### src/rtl/rcb_port_arb.sv
// Single-port RAM arbiter for one parameter RCB: SEF reads always win the port, host writes
// wait in a small FIFO, drain on idle cycles, and are forwarded to colliding reads.
module rcb_port_arb #(
  parameter int ADDR_WIDTH = 14,
  parameter int DATA_WIDTH = 128,
  parameter int WQ_DEPTH   = 4,
  parameter int STARVE_MAX = 15
) (
  input  logic                          clk,
  input  logic                          reset_n,
  input  logic                          sef_rd,
  input  logic [ADDR_WIDTH-1:0]         sef_addr,
  output logic [DATA_WIDTH-1:0]         rd_data,
  output logic                          rd_data_valid,
  input  logic                          host_wr_valid,
  output logic                          host_wr_ready,
  input  logic [ADDR_WIDTH-1:0]         host_wr_addr,
  input  logic [DATA_WIDTH-1:0]         host_wr_data,
  output logic                          ram_en,
  output logic                          ram_we,
  output logic [ADDR_WIDTH-1:0]         ram_addr,
  output logic [DATA_WIDTH-1:0]         ram_wdata,
  input  logic [DATA_WIDTH-1:0]         ram_rdata,
  output logic [$clog2(WQ_DEPTH):0]     wq_level,
  output logic                          wr_starved
);

  localparam int IW = $clog2(WQ_DEPTH);
  localparam int PW = IW + 1;
  localparam int CW = $clog2(STARVE_MAX + 1);

  logic [ADDR_WIDTH-1:0] wq_addr [WQ_DEPTH];
  logic [DATA_WIDTH-1:0] wq_data [WQ_DEPTH];
  logic [PW-1:0]         wr_ptr;
  logic [PW-1:0]         rd_ptr;
  logic [PW-1:0]         level;
  logic                  full;
  logic                  empty;
  logic                  push;
  logic                  rd_gnt;
  logic                  wr_gnt;
  logic [IW-1:0]         head;

  logic                  fwd_hit_d;
  logic [DATA_WIDTH-1:0] fwd_data_d;
  logic [IW-1:0]         fwd_idx;
  logic                  fwd_hit;
  logic [DATA_WIDTH-1:0] fwd_data;
  logic                  rd_vld;
  logic [DATA_WIDTH-1:0] rd_sel;
  logic [DATA_WIDTH-1:0] rd_hold;
  logic [CW-1:0]         starve_left;

  // Extra pointer MSB distinguishes full from empty when the index bits match.
  assign level  = wr_ptr - rd_ptr;
  assign empty  = (wr_ptr == rd_ptr);
  assign full   = (wr_ptr[PW-1] != rd_ptr[PW-1]) && (wr_ptr[IW-1:0] == rd_ptr[IW-1:0]);
  assign head   = rd_ptr[IW-1:0];
  assign push   = host_wr_valid && !full;
  assign rd_gnt = sef_rd;
  assign wr_gnt = !sef_rd && !empty;

  assign host_wr_ready = !full;
  assign wq_level      = level;

  always_comb begin
    ram_en    = rd_gnt || wr_gnt;
    ram_we    = wr_gnt;
    ram_addr  = '0;
    ram_wdata = '0;
    if (rd_gnt) begin
      ram_addr = sef_addr;
    end else if (wr_gnt) begin
      ram_addr  = wq_addr[head];
      ram_wdata = wq_data[head];
    end
  end

  always_ff @(posedge clk) begin
    if (push) begin
      wq_addr[wr_ptr[IW-1:0]] <= host_wr_addr;
      wq_data[wr_ptr[IW-1:0]] <= host_wr_data;
    end
  end

  always_ff @(posedge clk or negedge reset_n) begin
    if (!reset_n) begin
      wr_ptr <= '0;
      rd_ptr <= '0;
    end else begin
      if (push)   wr_ptr <= wr_ptr + 1'b1;
      if (wr_gnt) rd_ptr <= rd_ptr + 1'b1;
    end
  end

  // Scan oldest to youngest so the last match (youngest write) wins; same-cycle push is excluded.
  always_comb begin
    fwd_hit_d  = 1'b0;
    fwd_data_d = '0;
    fwd_idx    = '0;
    for (int i = 0; i < WQ_DEPTH; i++) begin
      fwd_idx = head + IW'(i);
      if ((PW'(i) < level) && (wq_addr[fwd_idx] == sef_addr)) begin
        fwd_hit_d  = 1'b1;
        fwd_data_d = wq_data[fwd_idx];
      end
    end
  end

  always_ff @(posedge clk or negedge reset_n) begin
    if (!reset_n) begin
      rd_vld   <= 1'b0;
      fwd_hit  <= 1'b0;
      fwd_data <= '0;
    end else begin
      rd_vld <= sef_rd;
      if (sef_rd) begin
        fwd_hit  <= fwd_hit_d;
        fwd_data <= fwd_data_d;
      end
    end
  end

  assign rd_sel        = fwd_hit ? fwd_data : ram_rdata;
  assign rd_data       = rd_vld ? rd_sel : rd_hold;
  assign rd_data_valid = rd_vld;

  always_ff @(posedge clk or negedge reset_n) begin
    if (!reset_n) begin
      rd_hold <= '0;
    end else if (rd_vld) begin
      rd_hold <= rd_sel;
    end
  end

  // Down-counter: reloads whenever writes are not being blocked, flags at terminal count.
  always_ff @(posedge clk or negedge reset_n) begin
    if (!reset_n) begin
      starve_left <= CW'(STARVE_MAX);
    end else if (sef_rd && !empty) begin
      if (starve_left != '0) starve_left <= starve_left - 1'b1;
    end else begin
      starve_left <= CW'(STARVE_MAX);
    end
  end

  assign wr_starved = (starve_left == '0);

endmodule

### config.mk
export PLATFORM = sky130hd
export DESIGN_NAME = rcb_port_arb
export DESIGN_NICKNAME = d
export VERILOG_FILES = /design/src/rtl/rcb_port_arb.sv
export SDC_FILE = /design/constraint.sdc
export NUM_CORES = 2
export LEC_CHECK = 0
export ABC_AREA = 1
export BUFFER_PORTS_ARGS = -buffer_cell sky130_fd_sc_hd__buf_2
export CAP_MARGIN = 20
export CELL_PAD_IN_SITES_DETAIL_PLACEMENT = 1
export CELL_PAD_IN_SITES_GLOBAL_PLACEMENT = 2
export CORE_ASPECT_RATIO = 0.75
export CORE_UTILIZATION = 35
export CTS_CLUSTER_SIZE = 24
export DETAILED_ROUTE_END_ITERATION = 6
export HOLD_SLACK_MARGIN = 0.1
export PLACE_DENSITY = 0.92
export SETUP_SLACK_MARGIN = 0.3
export SLEW_MARGIN = 10
export SYNTH_ARGS = -nofsm -noshare
export SYNTH_HDL_FRONTEND = slang
export SYNTH_SLANG_ARGS = --single-unit
### constraint.sdc
create_clock -name clk -period 9 [get_ports clk]
set_input_delay 0.45 -clock clk [delete_from_list [all_inputs] [get_ports clk]]
set_output_delay 0.45 -clock clk [all_outputs]
set_load 0.01 [all_outputs]
# Word-level counts from Yosys, hierarchy flattened
# Memories as Yosys holds them, arrays and structs flattened.
# Cells that the tools add are included.
[totals] ff_bits=268 ram_bits=568 input_bits=288 word_cells=60 memories=2
[classes] add_sub_neg=7 n_lt_le_gt_ge=4 n_eq_ne=8 muxes=18 reduce_logical=14
[memory_table] name="wq_data" words=4 width=128 rd=4 rd_clocked_by_memory_dff=0 write_ports=1 line_no="33" source="logic [DATA_WIDTH-1:0] wq_data [WQ_DEPTH];"
[memory_table] name="wq_addr" words=4 width=14 rd=4 rd_clocked_by_memory_dff=0 write_ports=1 line_no="32" source="logic [ADDR_WIDTH-1:0] wq_addr [WQ_DEPTH];"
[ops] cell="$mux W128" count=8
[ops] cell="$eq A14 B14 Y1" count=4
[ops] cell="$mux W14" count=2
[ops] cell="$logic_and A1 B1 Y1" count=8
[ops] cell="$mux W4" count=2
[ops] cell="$add A3 B1 Y3 const B" count=2
[ops] cell="$lt A1 B3 Y1 const A" count=2
[ops] cell="$lt A2 B3 Y1 const A" count=2
[ops] cell="$mux W1" count=6
[ops] cell="$add A2 B2 Y2 const B" count=2
[ops] cell="$logic_not A4 Y1" count=1
[ops] cell="$reduce_bool A4 Y1" count=1
[ops] cell="$sub A4 B1 Y4 const B" count=1
[ops] cell="$eq A3 B3 Y1" count=1
[ops] cell="$logic_not A1 Y1" count=3
[ops] cell="$sub A3 B3 Y3" count=1
[ops] cell="$add A2 B1 Y2 const B" count=1
[ops] cell="$eq A2 B2 Y1" count=1
[ops] cell="$ne A2 B1 Y1 const B" count=1
[ops] cell="$logic_or A1 B1 Y1" count=1
[ops] cell="$ne A1 B1 Y1" count=1

# Depth between registers and ports, before layout
[depth] word_depth=7 depth_mapped=21 ltp_nobuf=17

# Worst setup path before layout
# OpenSTA, ideal clock, no wires.
[synth_timing] path_kind="register to register" start="register rd_ptr[1]" end="memory wq_addr[3][0], enable pin" arrival_ps=7689 setup_slack_ps=662 stages_incl_launch_ff=8 synth_period_minus_slack_ps=8338 cell_sequence="dfrtp_1 inv_2 clkbuf_1 buf_1 ha_1 nand4_1 nand2_1 nor2_1"
[synth_via] elab_chain_cells=6
[synth_rtl] item="from (decl)" line_no="35" source="logic [PW-1:0] rd_ptr;"
[synth_rtl] item="from (signal assigned)" line_no="92" source="if (wr_gnt) rd_ptr <= rd_ptr + 1'b1;"
[synth_rtl] item="$eq A2 B2 Y1" line_no="57" source="assign full = (wr_ptr[PW-1] != rd_ptr[PW-1]) && (wr_ptr[IW-1:0] == rd_ptr[IW-1:0]);"
[synth_rtl] item="$logic_and A1 B1 Y1" line_no="57"
[synth_rtl] item="$logic_not A1 Y1"
[synth_rtl] item="named net host_wr_ready" line_no="16" source="output logic host_wr_ready,"
[synth_rtl] item="$logic_and A1 B1 Y1" line_no="59" source="assign push = host_wr_valid && !full;"
[synth_rtl] item="$mux W1" line_no="80" source="if (push) begin"
[synth_rtl] item="$mux W1 (implied by the code)" line_no="81" source="wq_addr[wr_ptr[IW-1:0]] <= host_wr_addr;"
[synth_rtl] item="to (decl)" line_no="32"
# The timed path passes the listed nets, and every way through them passes these cells.

# Worst setup path in the final report
[layout_timing] start="register rd_ptr[1]" end="output ram_wdata[105]"
[layout_via] elab_chain_cells=5
[layout_rtl] item="$eq A3 B3 Y1" line_no="56" source="assign empty = (wr_ptr == rd_ptr);"
[layout_rtl] item="$logic_not A1 Y1" line_no="61" source="assign wr_gnt = !sef_rd && !empty;"
[layout_rtl] item="$logic_and A1 B1 Y1" line_no="61"
[layout_rtl] item="$mux W128 *" line_no="73" source="end else if (wr_gnt) begin"
[layout_rtl] item="$mux W128 *" line_no="71" source="if (rd_gnt) begin"
[layout_rtl] item="to (decl)" line_no="22" source="output logic [DATA_WIDTH-1:0] ram_wdata,"
# Mark *: on every way between the ends. The rest lies on a longest branch, timed or not.

==> impl_metrics.toml <==
[critical_path]
cp.required_ns = 8.55
r2r_setup_slack_ns = 3.05
startpoint_type = "register"
crit_fanout = 109
crit_type = "reg2out"
r2r-start = "rd_ptr[1]"
slowest_stage = "dfrtp_4"
timing.rr.end = "fwd_data[23]"
crit_chain = "buf_4, inv_8, ha_1, nand4_1, inv_1, nor2_1, inv_6, buf_4, nor2_1, buf_2"
endpoint_kind = "output pin"
cp_slowest_stage_delay_ns = 0.87
r2r_cells = 16
cp_top_family = "buffers and inverters"
path_buf_inv = 6
arrival_ns = 5.63

[sta]
slew-limit-headroom_pct = 25.7
whs_ns = 0.138
hold_violations = 0
max_freq_ghz = 0.164
finalSetupViolCount = 0
rsz0062_at_grt = "false"
period_minus_slack_ns = 6.08
slew_viol_final = 0
tns_ns = 0
finalCritPeriodShare_pct = 67.6
worstMarginPinSlew_ns = 1.11
skew_ns = 0.0321

[clocking]
root_buffer = "clkbuf_16"
cts_resized = 0
post-cts-setup-buffer-count = 0
insertion_delay_ns = 0.75
clkSlewWorstSetupHoldPaths_ns = 0.06
numCtsBuffers = 98
clockBufferDepth = 3
clkSinkCount = 836
htree_levels = 3
cts_tree = "yes"

[synthesis]
yosys_warnings = 0
syn_inst = 6278
yosysUniqueCellTypes = 31
synth-seq-cells = 836
synth_fp_nets = 6575
syn_area_per_cell_um2 = 7.79
synthesis.area_um2 = 48900
seq_area_frac_synth_pct = 48.6

[grt]
antenna_found_initial = 20
grt_overflow = 0
grt_max_degree = 213
grt_use_total_pct = 26.5
grt_pass1_vias = 47926
grt_pass1_wl_um = 288000

[final_layout]
final_cell_mix = "nand2_1 (2135), o21ai_0 (861), inv_1 (597)"
num-fill-cells = 16807
area_growth_pct = 19.9
drive_gt1_share_pct = 12.7
mostFrequentLayoutCell = "nand2_1"
nets = 7120

[pwr]
p_leak_uw = 0.0279
powerDensity_nw_per_um2 = 312
irDropWorstVdd_mv = 0.416

[min_path]
holdPathEnd = "rd_hold[99]"
hold_path.class = "in2reg"
min_from = "ram_rdata[99]"
min_path_cells = 3

[detailed_routing]
drcViolationCount = 0
wire_per_inst_um = 21.6
num_vias = 46050
ant_nets = 0
drt_first_pass_iters = 5
vias_per_cell = 5.25
detail_route.iter0.violations = 3119
wl_um = 190000

[floorplanning]
fp.dieH_um = 326
die-width_um = 434
design.core.area_um2 = 138000
std_cell_rows = 118
dieArea_um2 = 141000
ios = 566
start_util_pct = 35.3

[status]
status = "finished clean"

[placement]
place_congestion = 0.840
hpwl_um = 112000
io_buffers = 565

[run]
cap_viol_max_count = 0
synth_stat cells (all sizes together):
cell | count | share of area [%]
clkbuf | 235 | 1.8
dfstp | 4 | 0.22
edfxtp | 568 | 35
o21ai | 863 | 8.8
nand2 | 2139 | 16
fa | 1 | 0.041
nand4 | 2 | 0.026
ha | 8 | 0.20
o211a | 1 | 0.020
a21oi | 9 | 0.092
xor2 | 24 | 0.43
a31oi | 128 | 1.6
nor2 | 294 | 2.3
mux2i | 294 | 6.0
and2 | 1 | 0.013
nand3 | 533 | 5.5
nor3 | 2 | 0.020
inv | 678 | 5.2
dfrtp | 264 | 14
buf | 210 | 2.6
o22ai | 14 | 0.18
o211ai | 6 | 0.092
power by group:
group          internal, µW  switching (µW)  total [µW]
clock network          2360            1750        4110
logic                  2620            6360        8970
registers              4870             336        5200
how the worst max path moves through the flow:
| stage | from | endpoint | slack [ns] | cells past startpoint |
|---|---|---|---|---|
| floorplan | rd_ptr[1] | wq_addr[3][0] | 0.66 | 7 |
| global placement | rd_ptr[0] | fwd_data[22] | 3.23 | 16 |
| detailed placement | rd_ptr[0] | fwd_data[17] | 3.05 | 16 |
| CTS | rd_ptr[1] | ram_wdata[126] | 2.91 | 10 |
| global route | rd_ptr[0] | fwd_data[17] | 2.69 | 16 |
| finish | rd_ptr[1] | ram_wdata[105] | 2.92 | 10 |
repair_timing:
| item | 4_1_cts | 5_1_grt |
|---|---|---|
| hold buffers | 270 | 0 |
| setup endpoints to repair | 0 | 0 |
| endpoints found under the hold margin | 758 | 0 |
worst reg2reg max path: cells and delay by family (launching register included):
family,cells,cell delay (ns)
DFF,1,0.75
buffers and inverters,2,1.39
adders and majority gates,1,0.97
and+or+nand+nor,13,2.77
metrics by stage:
stage / power [µW] / cells / cell area, µm² / setup slack (ns) / util (%)
global route: 19600 / 8777 / 58600 / 2.69 / 42.3
floorplan: 11300 / 6278 / 48900 / 0.662 / -
CTS: 18300 / 8767 / 58600 / 2.91 / 42.3
global placement: 13800 / 8313 / 52600 / 3.23 / 38.0
detailed placement: 14100 / 8313 / 52600 / 3.05 / 38.0
finish: 18300 / 8778 / 58600 / 2.92 / 42.4
flip-flops by register name (all words and copies together) (netlist names):
name / cells
wr_ptr: 3
fwd_data: 128
rd_ptr: 3
rd_hold: 128
fwd_hit: 1
wq_data: 512
wq_addr: 56
rd_data_valid: 1
starve_left: 4
final cells by class:
| cell class | instances | area [µm²] | area share (%) |
|---|---|---|---|
| clock buffers | 133 | 2720 | 4.64 |
| flip-flops and latches | 836 | 23800 | 40.6 |
| diodes | 11 | 27.5 | 0.0470 |
| well taps | 1860 | 2330 | 3.97 |
| clock inverters | 51 | 553 | 0.944 |
| multi-input cells | 4319 | 20500 | 35.0 |
| inverters | 678 | 2580 | 4.40 |
| repair buffers | 890 | 6080 | 10.4 |
per-layer routing:
layer | global-route usage (%) | share of wire [%] | vias up | wire length, µm
met4 | 10.4 | 3.8 | 14 | 7260
li1 | - | - | 21591 | -
met5 | 0 | 0.050 | - | 94
met3 | 3.49 | 4.8 | 358 | 9120
met1 | 34.1 | 43 | 22833 | 82300
met2 | 44.8 | 48 | 1254 | 90900
kinds of logic after synthesis:
group | after synthesis | share of synthesized area (%)
AND/OR/NAND/NOR | 2971 | 24.2
multiplexers | 294 | 6.02
adder cells (fa/ha/maj) | 9 | 0.246
AO/OA/AOI/OAI | 1021 | 10.9
buffers and inverters | 1123 | 9.60
XOR/XNOR | 24 | 0.430
flip-flops | 836 | 48.6
(Power assumes the default switching activity.)
